File: src/rtl/fc_pkg.sv
// Shared encodings and per-layer constants for the FC layer sequencers.
package fc_pkg;

    typedef enum logic [2:0] {
        StIdle  = 3'd0,
        StClear = 3'd1,
        StFetch = 3'd2,
        StDrain = 3'd3,
        StWrite = 3'd4,
        StDone  = 3'd5
    } fc_state_e;

    localparam int unsigned FC5_N_IN    = 32;
    localparam int unsigned FC5_ADDR_W  = 5;
    localparam int unsigned BRAM_RD_LAT = 1;

endpackage

File: src/rtl/lat_align.sv
// One-bit shift-register delay of DEPTH cycles, with a synchronous flush.
module lat_align #(
    parameter int unsigned DEPTH = 1
) (
    input  logic clk_i,
    input  logic rstn_i,
    input  logic clr_i,
    input  logic d_i,
    output logic q_o
);

    logic [DEPTH-1:0] sr_q, sr_d;

    always_comb begin
        sr_d = '0;
        if (!clr_i) begin
            sr_d[0] = d_i;
            for (int unsigned i = 1; i < DEPTH; i++) begin
                sr_d[i] = sr_q[i-1];
            end
        end
    end

    always_ff @(posedge clk_i or negedge rstn_i) begin
        if (!rstn_i) begin
            sr_q <= '0;
        end else begin
            sr_q <= sr_d;
        end
    end

    assign q_o = sr_q[DEPTH-1];

endmodule

File: src/rtl/fc_layer_seq.sv
// Address/strobe sequencer for one fully-connected layer: clear, fetch N_IN
// operands, wait out read + MAC latency, then pulse result capture and done.
module fc_layer_seq
    import fc_pkg::*;
#(
    parameter int unsigned N_IN    = FC5_N_IN,
    parameter int unsigned ADDR_W  = FC5_ADDR_W,
    parameter int unsigned RD_LAT  = BRAM_RD_LAT,
    parameter int unsigned MAC_LAT = 1
) (
    input  logic              clk_i,
    input  logic              rstn_i,
    input  logic              start_i,
    input  logic              abort_i,
    output logic [ADDR_W-1:0] x_addr_o,
    output logic              x_en_o,
    output logic [ADDR_W-1:0] w_addr_o,
    output logic              w_en_o,
    output logic              mac_clear_o,
    output logic              mac_en_o,
    output logic              mac_valid_o,
    output logic              temp_wr_o,
    output logic              busy_o,
    output logic              done_o
);

    localparam int unsigned       DRAIN_CYC  = RD_LAT + MAC_LAT;
    localparam logic [ADDR_W-1:0] LAST_ADDR  = ADDR_W'(N_IN - 1);
    localparam logic [2:0]        DRAIN_LAST = 3'(DRAIN_CYC - 1);

    fc_state_e         state_q, state_d;
    logic [ADDR_W-1:0] addr_q, addr_d;
    logic [2:0]        drain_q, drain_d;
    logic              fetch;
    logic              last;

    always_comb begin
        state_d = state_q;
        addr_d  = addr_q;
        drain_d = drain_q;
        unique case (state_q)
            StIdle: begin
                if (start_i) state_d = StClear;
            end
            StClear: state_d = StFetch;
            StFetch: begin
                if (addr_q == LAST_ADDR) begin
                    addr_d  = '0;
                    state_d = StDrain;
                end else begin
                    addr_d = addr_q + ADDR_W'(1);
                end
            end
            StDrain: begin
                if (drain_q == DRAIN_LAST) begin
                    drain_d = '0;
                    state_d = StWrite;
                end else begin
                    drain_d = drain_q + 3'd1;
                end
            end
            StWrite: state_d = StDone;
            StDone: state_d = start_i ? StClear : StIdle;
            default: state_d = StIdle;
        endcase
        // Abort wins over everything, including a start in the same cycle.
        if (abort_i) begin
            state_d = StIdle;
            addr_d  = '0;
            drain_d = '0;
        end
    end

    always_ff @(posedge clk_i or negedge rstn_i) begin
        if (!rstn_i) begin
            state_q <= StIdle;
            addr_q  <= '0;
            drain_q <= '0;
        end else begin
            state_q <= state_d;
            addr_q  <= addr_d;
            drain_q <= drain_d;
        end
    end

    assign fetch = (state_q == StFetch);
    assign last  = fetch && (addr_q == LAST_ADDR);

    // Strobes are decoded from registered state only, so no input reaches an output.
    assign x_en_o      = fetch;
    assign w_en_o      = fetch;
    assign x_addr_o    = addr_q;
    assign w_addr_o    = addr_q;
    assign mac_clear_o = (state_q == StClear);
    assign temp_wr_o   = (state_q == StWrite);
    assign done_o      = (state_q == StDone);
    assign busy_o      = state_q inside {StClear, StFetch, StDrain, StWrite};

    lat_align #(
        .DEPTH (RD_LAT)
    ) u_en_dly (
        .clk_i  (clk_i),
        .rstn_i (rstn_i),
        .clr_i  (abort_i),
        .d_i    (fetch),
        .q_o    (mac_en_o)
    );

    lat_align #(
        .DEPTH (RD_LAT)
    ) u_valid_dly (
        .clk_i  (clk_i),
        .rstn_i (rstn_i),
        .clr_i  (abort_i),
        .d_i    (last),
        .q_o    (mac_valid_o)
    );

endmodule

File: config.mk
export PLATFORM = sky130hd
export DESIGN_NAME = fc_layer_seq
export DESIGN_NICKNAME = d
export VERILOG_FILES = /design/src/rtl/fc_pkg.sv /design/src/rtl/lat_align.sv /design/src/rtl/fc_layer_seq.sv
export SDC_FILE = /design/constraint.sdc
export NUM_CORES = 1
export LEC_CHECK = 0
export CAP_MARGIN = 5
export CORE_UTILIZATION = 35
export CTS_CLUSTER_DIAMETER = 100
export DETAILED_ROUTE_END_ITERATION = 6
export GPL_TIMING_DRIVEN = 0
export PLACE_DENSITY = 0.68
export SYNTH_ARGS = -nofsm -noshare
export SYNTH_HDL_FRONTEND = slang
export SYNTH_HIERARCHICAL = 1
export SYNTH_SLANG_ARGS = --single-unit
export TNS_END_PERCENT = 100
File: constraint.sdc
create_clock -name clk_i -period 3.6 [get_ports clk_i]
set_input_delay 0.36 -clock clk_i [delete_from_list [all_inputs] [get_ports clk_i]]
set_output_delay 0.36 -clock clk_i [all_outputs]
set_load 0.02 [all_outputs]
==> results of run 1 <==
-- cell families after synthesis --
kind of cell,synth area share (%)
simple gates,26.0
mux,2.74
compound gates,6.68
xor+xnor,4.80
buf+inv,10.3
fa+ha+maj,4.97
flops,44.5
-- sequential cells by signal, indices dropped and copies added (netlist names) --
| signal | flops |
|---|---|
| state_q | 3 |
| u_en_dly/q_o | 1 |
| w_addr_o | 5 |
| drain_q | 3 |
| u_valid_dly/q_o | 1 |
-- layer usage --
layer / GRT usage (%) / share of wire (%) / up-vias
met2: 20.8 / 46 / 17
met1: 19.6 / 49 / 268
met4: 8.33 / 0.90 / 0
li1: - / - / 289
met3: 1.13 / 3.8 / 2
met5: 0 / 0 / -
-- worst max path at each step --
stage,from,end,slack (ns)
2_1_floorplan,w_addr_o[0]$_DFFE_PN0P_,state_q[0]$_DFFE_PN0P_,1.96
3_3_place_gp,state_q[2]$_DFFE_PN0P_,x_en_o,1.52
3_5_place_dp,state_q[2]$_DFFE_PN0P_,x_en_o,1.51
4_1_cts,state_q[2]$_DFFE_PN0P_,x_en_o,1.19
5_1_grt,state_q[2]$_DFFE_PN0P_,x_en_o,1.09
6_report,state_q[2]$_DFFE_PN0P_,x_en_o,1.22
-- cell usage after synthesis (2+ instances only) --
| cell type | instances |
|---|---|
| mux2i_1 | 2 |
| nor2b_4 | 2 |
| buf_2 | 2 |
| nor2_1 | 11 |
| xnor2_1 | 3 |
| inv_1 | 2 |
| nor3_1 | 3 |
| o21ai_0 | 2 |
| ha_1 | 2 |
| and3_1 | 2 |
| buf_4 | 6 |
| a21oi_1 | 3 |
| nand2_1 | 3 |
| and4bb_1 | 2 |
| dfrtp_1 | 13 |
-- power by group --
part	total (uW)	internal, uW	leakage, uW	switching, uW
Sequential	157	150	0.000179	6.81
Clock	85.2	42.8	0.0000150	42.4
Combinational	55.0	28.4	0.000246	26.7
Total	297	221	0.000440	75.9
-- layout by cell type (no fill, tap or decap), types with 2 or more instances in the layout --
master | Yosys | routed
inv_1 | 2 | 2
buf_4 | 6 | 6
nand2_1 | 3 | 3
clkbuf_4 | 0 | 3
nor3_1 | 3 | 3
and4bb_1 | 2 | 2
mux2i_1 | 2 | 2
xnor2_1 | 3 | 3
o21ai_0 | 2 | 2
buf_2 | 2 | 2
ha_1 | 2 | 2
clkdlybuf4s50_1 | 0 | 21
a21oi_1 | 3 | 3
dfrtp_1 | 13 | 13
nor2_1 | 11 | 11
and3_1 | 2 | 2
nor2b_4 | 2 | 2
-- metrics by stage --
stage | std cells | hold slack (ns) | worst slack, ns
finish | 123 | 0.457 | 1.22
global route | 123 | 0.495 | 1.09
CTS | 123 | 0.465 | 1.19
detailed placement | 119 | 0.568 | 1.51
global placement | 119 | 0.542 | 1.52
floorplan | 71 | 0.0644 | 1.96
-- final cells by class --
type / instances / share of cell area (%)
plain buffers: 9 / 6.38
well taps: 27 / 3.38
clock buffers: 4 / 2.63
inverters: 3 / 1.13
repair buffers: 21 / 21.0
flip-flops and latches: 13 / 32.5
multi-input cells: 46 / 33.0
==> results.py, run 1 <==
metrics = {
    "power_and_ir_drop": {
        "peakVddDrop_uv": 177,
        "p_leak_uw": 0.000440,
        "power_density_nw_per_um2": 297,
        "power.total_uw": 297,
    },
    "setup_path": {
        "cp.arrival_ns": 2.02,
        "critPathKind": "flip-flop to output port",
        "rr_startpoint": "w_addr_o[0]$_DFFE_PN0P_",
        "path_cells": "buf_2 > nor3b_4 > buf_4 > clkdlybuf4s50_1",
        "max_stage_delay_ns": 0.59,
        "worstSetupStartpointType": "flip-flop",
        "cp_num_buf_inv": 3,
        "cpMaxStageDelayCell": "clkdlybuf4s50_1",
        "crit_required_ns": 3.24,
        "r2r_slack_ns": 1.94,
        "path_delay_family": "buffers and inverters",
        "ff2ff_path_depth": 6,
        "worst-path-stages": 4,
        "timing.rr.end": "state_q[0]$_DFFE_PN0P_",
        "crit_path_end_kind": "output port",
        "path_max_fanout": 11,
    },
    "synthesis": {
        "synth.area.top_cells": "dfrtp_1 (45%), buf_4 (6.2%), nor2_1 (5.7%)",
        "seq_area_frac_synth_pct": 44.5,
        "synth_seq_cells": 13,
        "netlist_area_um2": 731,
        "synth_edf_count": 0,
        "synth.avg_cell_area_um2": 10.3,
        "synthDistinctLibCells": 28,
        "syn_nets": 77,
        "synth_top_cell_by_area": "dfrtp_1",
        "ys_warn_count": 6,
        "async_reset_ff_share_pct": 100,
        "synth_top_area_share_pct": 44.5,
        "synth-main-ff-cell": "dfrtp_1",
        "synthCells": 71,
    },
    "cells_and_area": {
        "utilization_pct": 51.0,
        "n_antenna_cell": 0,
        "nNetsFinal": 103,
        "stdcell_area_um2": 1000,
        "drive_above_1_share_pct": 19.8,
        "fillers": 192,
        "area_delta_synth_final_pct": 37.0,
        "seq_area_um2": 325,
        "multiInputGateArea_um2": 330,
    },
    "clock_tree": {
        "htreeDepth": 1,
        "cts_resized": 0,
        "cts-buffers-inserted": 3,
        "post-cts-setup-buffer-count": 0,
        "hold_buffers": 0,
        "root_buffer": "clkbuf_4",
        "clk_latency_ns": 0.26,
        "path_clk_slew_ns": 0.07,
        "cts_tree": "built",
        "max-clock-path-buffers": 2,
        "clock-sinks": 13,
    },
    "grt": {
        "grt_overflow": 0,
        "grt_util_all_layers_pct": 13.9,
        "grt_max_degree": 14,
        "grt_pass1_wl_um": 2150,
        "grt_pass1_vias": 474,
        "antenna_found_initial": 0,
    },
    "die": {
        "fp.dieH_um": 47.7,
        "io-pin-count": 22,
        "fp.dieW_um": 47.7,
        "start_util_pct": 37.2,
        "dieArea_um2": 2270,
        "core_um2": 1960,
        "rows": 16,
    },
    "sta": {
        "fin_setup_tns_ns": 0,
        "drv_slew": 0,
        "setup_viol": 0,
        "skew_ns": 0.000720,
        "relSlewSlack_pct": 61.8,
        "hold_viol": 0,
        "rsz0062_at_grt": "false",
        "period_share_pct": 66.1,
        "tightestPinTransition_ns": 0.571,
        "layout_min_cycle_time_ns": 2.38,
        "max_freq_ghz": 0.420,
    },
    "routing": {
        "dr.pass1.iters": 2,
        "routed_via_density": 4.68,
        "drc_errors": 0,
        "routed-via-count": 576,
        "drt_first_iter_violations": 5,
        "ant_nets": 0,
        "post_drt_wl_per_cell_um": 10.9,
        "wirelength_um": 1340,
    },
    "min_path": {
        "hold_path_class": "primary input to asynchronous set/reset pin",
    },
    "place": {
        "place_area_um2": 975,
        "place_hpwl_um": 1010,
        "io_buffers": 21,
        "globalplace.congestion": 0.727,
    },
    "run": {
        "maxCapViolCount": 0,
    },
    "outcome": {
        "status": "complete, no violations",
    },
}
Power figures use the tool's default switching activity.
==> inputs of run 2 (changes only) <==
Settings changed: PLACE_DENSITY 0.68 to 0.71.
Clock period 3.6 ns to 2.1 ns, I/O delays scaled along.
==> run 2 against run 1 <==
Net effect: routed wire length is 6.0% lower; largest cell class unchanged; clock skew is essentially flat; die area is the same; flip-flop and latch count unchanged; non-clock buffer count up 1; core utilization increased by 0.38 points; cell area grew 0.75%; critical path depth unchanged; sequential power increased by 71%; global-route usage fell by 0.32 points.
==> results.py, run 2 (synthesis results as in run 1) <==
metrics = {
    "clock_tree": {
        "path_clk_slew_ns": 0.07,
        "clk_latency_ns": 0.27,
        "htreeDepth": 1,
        "post-cts-setup-buffer-count": 1,
        "root_buffer": "clkbuf_4",
        "cts_tree": "built",
        "clock-sinks": 13,
        "cts_resized": 0,
        "max-clock-path-buffers": 2,
        "cts-buffers-inserted": 3,
        "hold_buffers": 0,
    },
    "die": {
        "start_util_pct": 37.2,
        "io-pin-count": 22,
        "rows": 16,
        "fp.dieH_um": 47.7,
        "dieArea_um2": 2270,
        "core_um2": 1960,
        "fp.dieW_um": 47.7,
    },
    "routing": {
        "ant_nets": 0,
        "drc_errors": 0,
        "routed_via_density": 4.64,
        "wl_met3_um": 52,
        "wirelength_um": 1260,
        "wl_met1_um": 570,
        "highest_layer": "met4",
        "routed-via-count": 575,
        "met2WireLength_um": 613,
        "post_drt_wl_per_cell_um": 10.1,
        "drt_first_iter_violations": 8,
        "dr.pass1.iters": 4,
    },
    "setup_path": {
        "critPathKind": "flip-flop to output port",
        "crit_required_ns": 1.89,
        "path_cells": "buf_2 > inv_1 > nor3_1 > clkdlybuf4s50_1",
        "path_max_fanout": 7,
        "max_stage_delay_ns": 0.65,
        "cp_num_buf_inv": 3,
        "path_delay_family": "buffers and inverters",
        "cp.arrival_ns": 1.76,
        "worstSetupStartpointType": "flip-flop",
        "cpMaxStageDelayCell": "clkdlybuf4s50_1",
        "crit_path_end_kind": "output port",
    },
    "place": {
        "globalplace.congestion": 0.794,
        "io_buffers": 21,
        "place_ws_ns": 0.162,
        "place_area_um2": 975,
        "place_hpwl_um": 948,
    },
    "cells_and_area": {
        "drive_above_1_share_pct": 20.6,
        "largest_reg_flops": 5,
        "stdcell_area_um2": 1010,
        "nNetsFinal": 104,
        "final_common_cell": "clkdlybuf4s50_1",
        "area_delta_synth_final_pct": 38.0,
        "mostFrequentLayoutCells": "clkdlybuf4s50_1 (21), dfrtp_1 (13), nor2_1 (11)",
        "n_antenna_cell": 0,
        "seq_area_um2": 325,
        "fillers": 196,
        "multiInputGateArea_um2": 330,
    },
    "grt": {
        "grt_pass1_vias": 476,
        "grt_overflow": 0,
        "grt_pass1_wl_um": 2060,
        "grt_util_all_layers_pct": 13.6,
        "grt_max_degree": 14,
        "antenna_found_initial": 0,
    },
    "run": {
        "maxCapViolCount": 0,
    },
    "sta": {
        "hold_viol": 0,
        "period_share_pct": 93.8,
        "max_freq_ghz": 0.508,
        "setup_ws_ns": 0.131,
        "hold_ws_ns": 0.306,
        "fin_setup_tns_ns": 0,
        "skew_ns": 0.000393,
        "rsz0062_at_grt": "false",
        "tightestPinTransition_ns": 0.584,
        "setup_viol": 0,
        "layout_min_cycle_time_ns": 1.97,
        "relSlewSlack_pct": 60.9,
        "drv_slew": 0,
    },
    "power_and_ir_drop": {
        "power.total_uw": 515,
        "p_leak_uw": 0.000446,
        "peakVddDrop_uv": 345,
        "power_density_nw_per_um2": 511,
    },
    "outcome": {
        "status": "complete, no violations",
    },
    "min_path": {
        "hold_path_class": "primary input to asynchronous set/reset pin",
    },
}
run 2: worst register-to-register path: stages, from the launching register on:
cell	delay, ns
dfrtp_1	0.44
ha_1	0.24
and3_1	0.19
ha_1	0.22
and2_2	0.20
a221oi_1	0.20
nor2_1	0.06
run 2: cell type report:
cell class / instances / share of cell area, %
Buffer: 9 / 6.33
Clock buffer: 4 / 2.61
Inverter: 3 / 1.12
Multi-Input combinational cell: 46 / 32.8
Sequential cell: 13 / 32.3
Tap cell: 27 / 3.35
Timing Repair Buffer: 22 / 21.6
run 2: path summary, 6_finish.rpt:
path	startpoint	to	slack, ns	depth (start not counted)
worst min-delay path	rstn_i	state_q[0]$_DFFE_PN0P_	0.31	1
worst min register to register	drain_q[1]$_DFFE_PN0P_	drain_q[1]$_DFFE_PN0P_	0.57	2
worst max-delay path	state_q[2]$_DFFE_PN0P_	temp_wr_o	0.13	4
worst max register to register	w_addr_o[0]$_DFFE_PN0P_	state_q[0]$_DFFE_PN0P_	0.44	6
min in group clk_i	drain_q[1]$_DFFE_PN0P_	drain_q[1]$_DFFE_PN0P_	0.57	2
max in group asynchronous	rstn_i	state_q[1]$_DFFE_PN0P_	1.41	1
run 2: where the power goes:
part | switching [uW] | internal, uW | total [uW]
clock | 77.0 | 73.6 | 151
combinational | 46.1 | 50.4 | 96.5
sequential | 11.1 | 257 | 268
run 2: stage by stage:
step	std cells	utilization, %
2_1_floorplan	71	-
3_3_place_gp	119	49.7
3_5_place_dp	119	49.7
4_1_cts	124	51.4
5_1_grt	124	51.4
6_report	124	51.4
run 2: routing by layer:
layer | up-vias | track usage (%)
li1 | 291 | -
met1 | 264 | 16.0
met2 | 18 | 21.4
met3 | 2 | 5.66
met4 | 0 | 6.67
met5 | - | 0
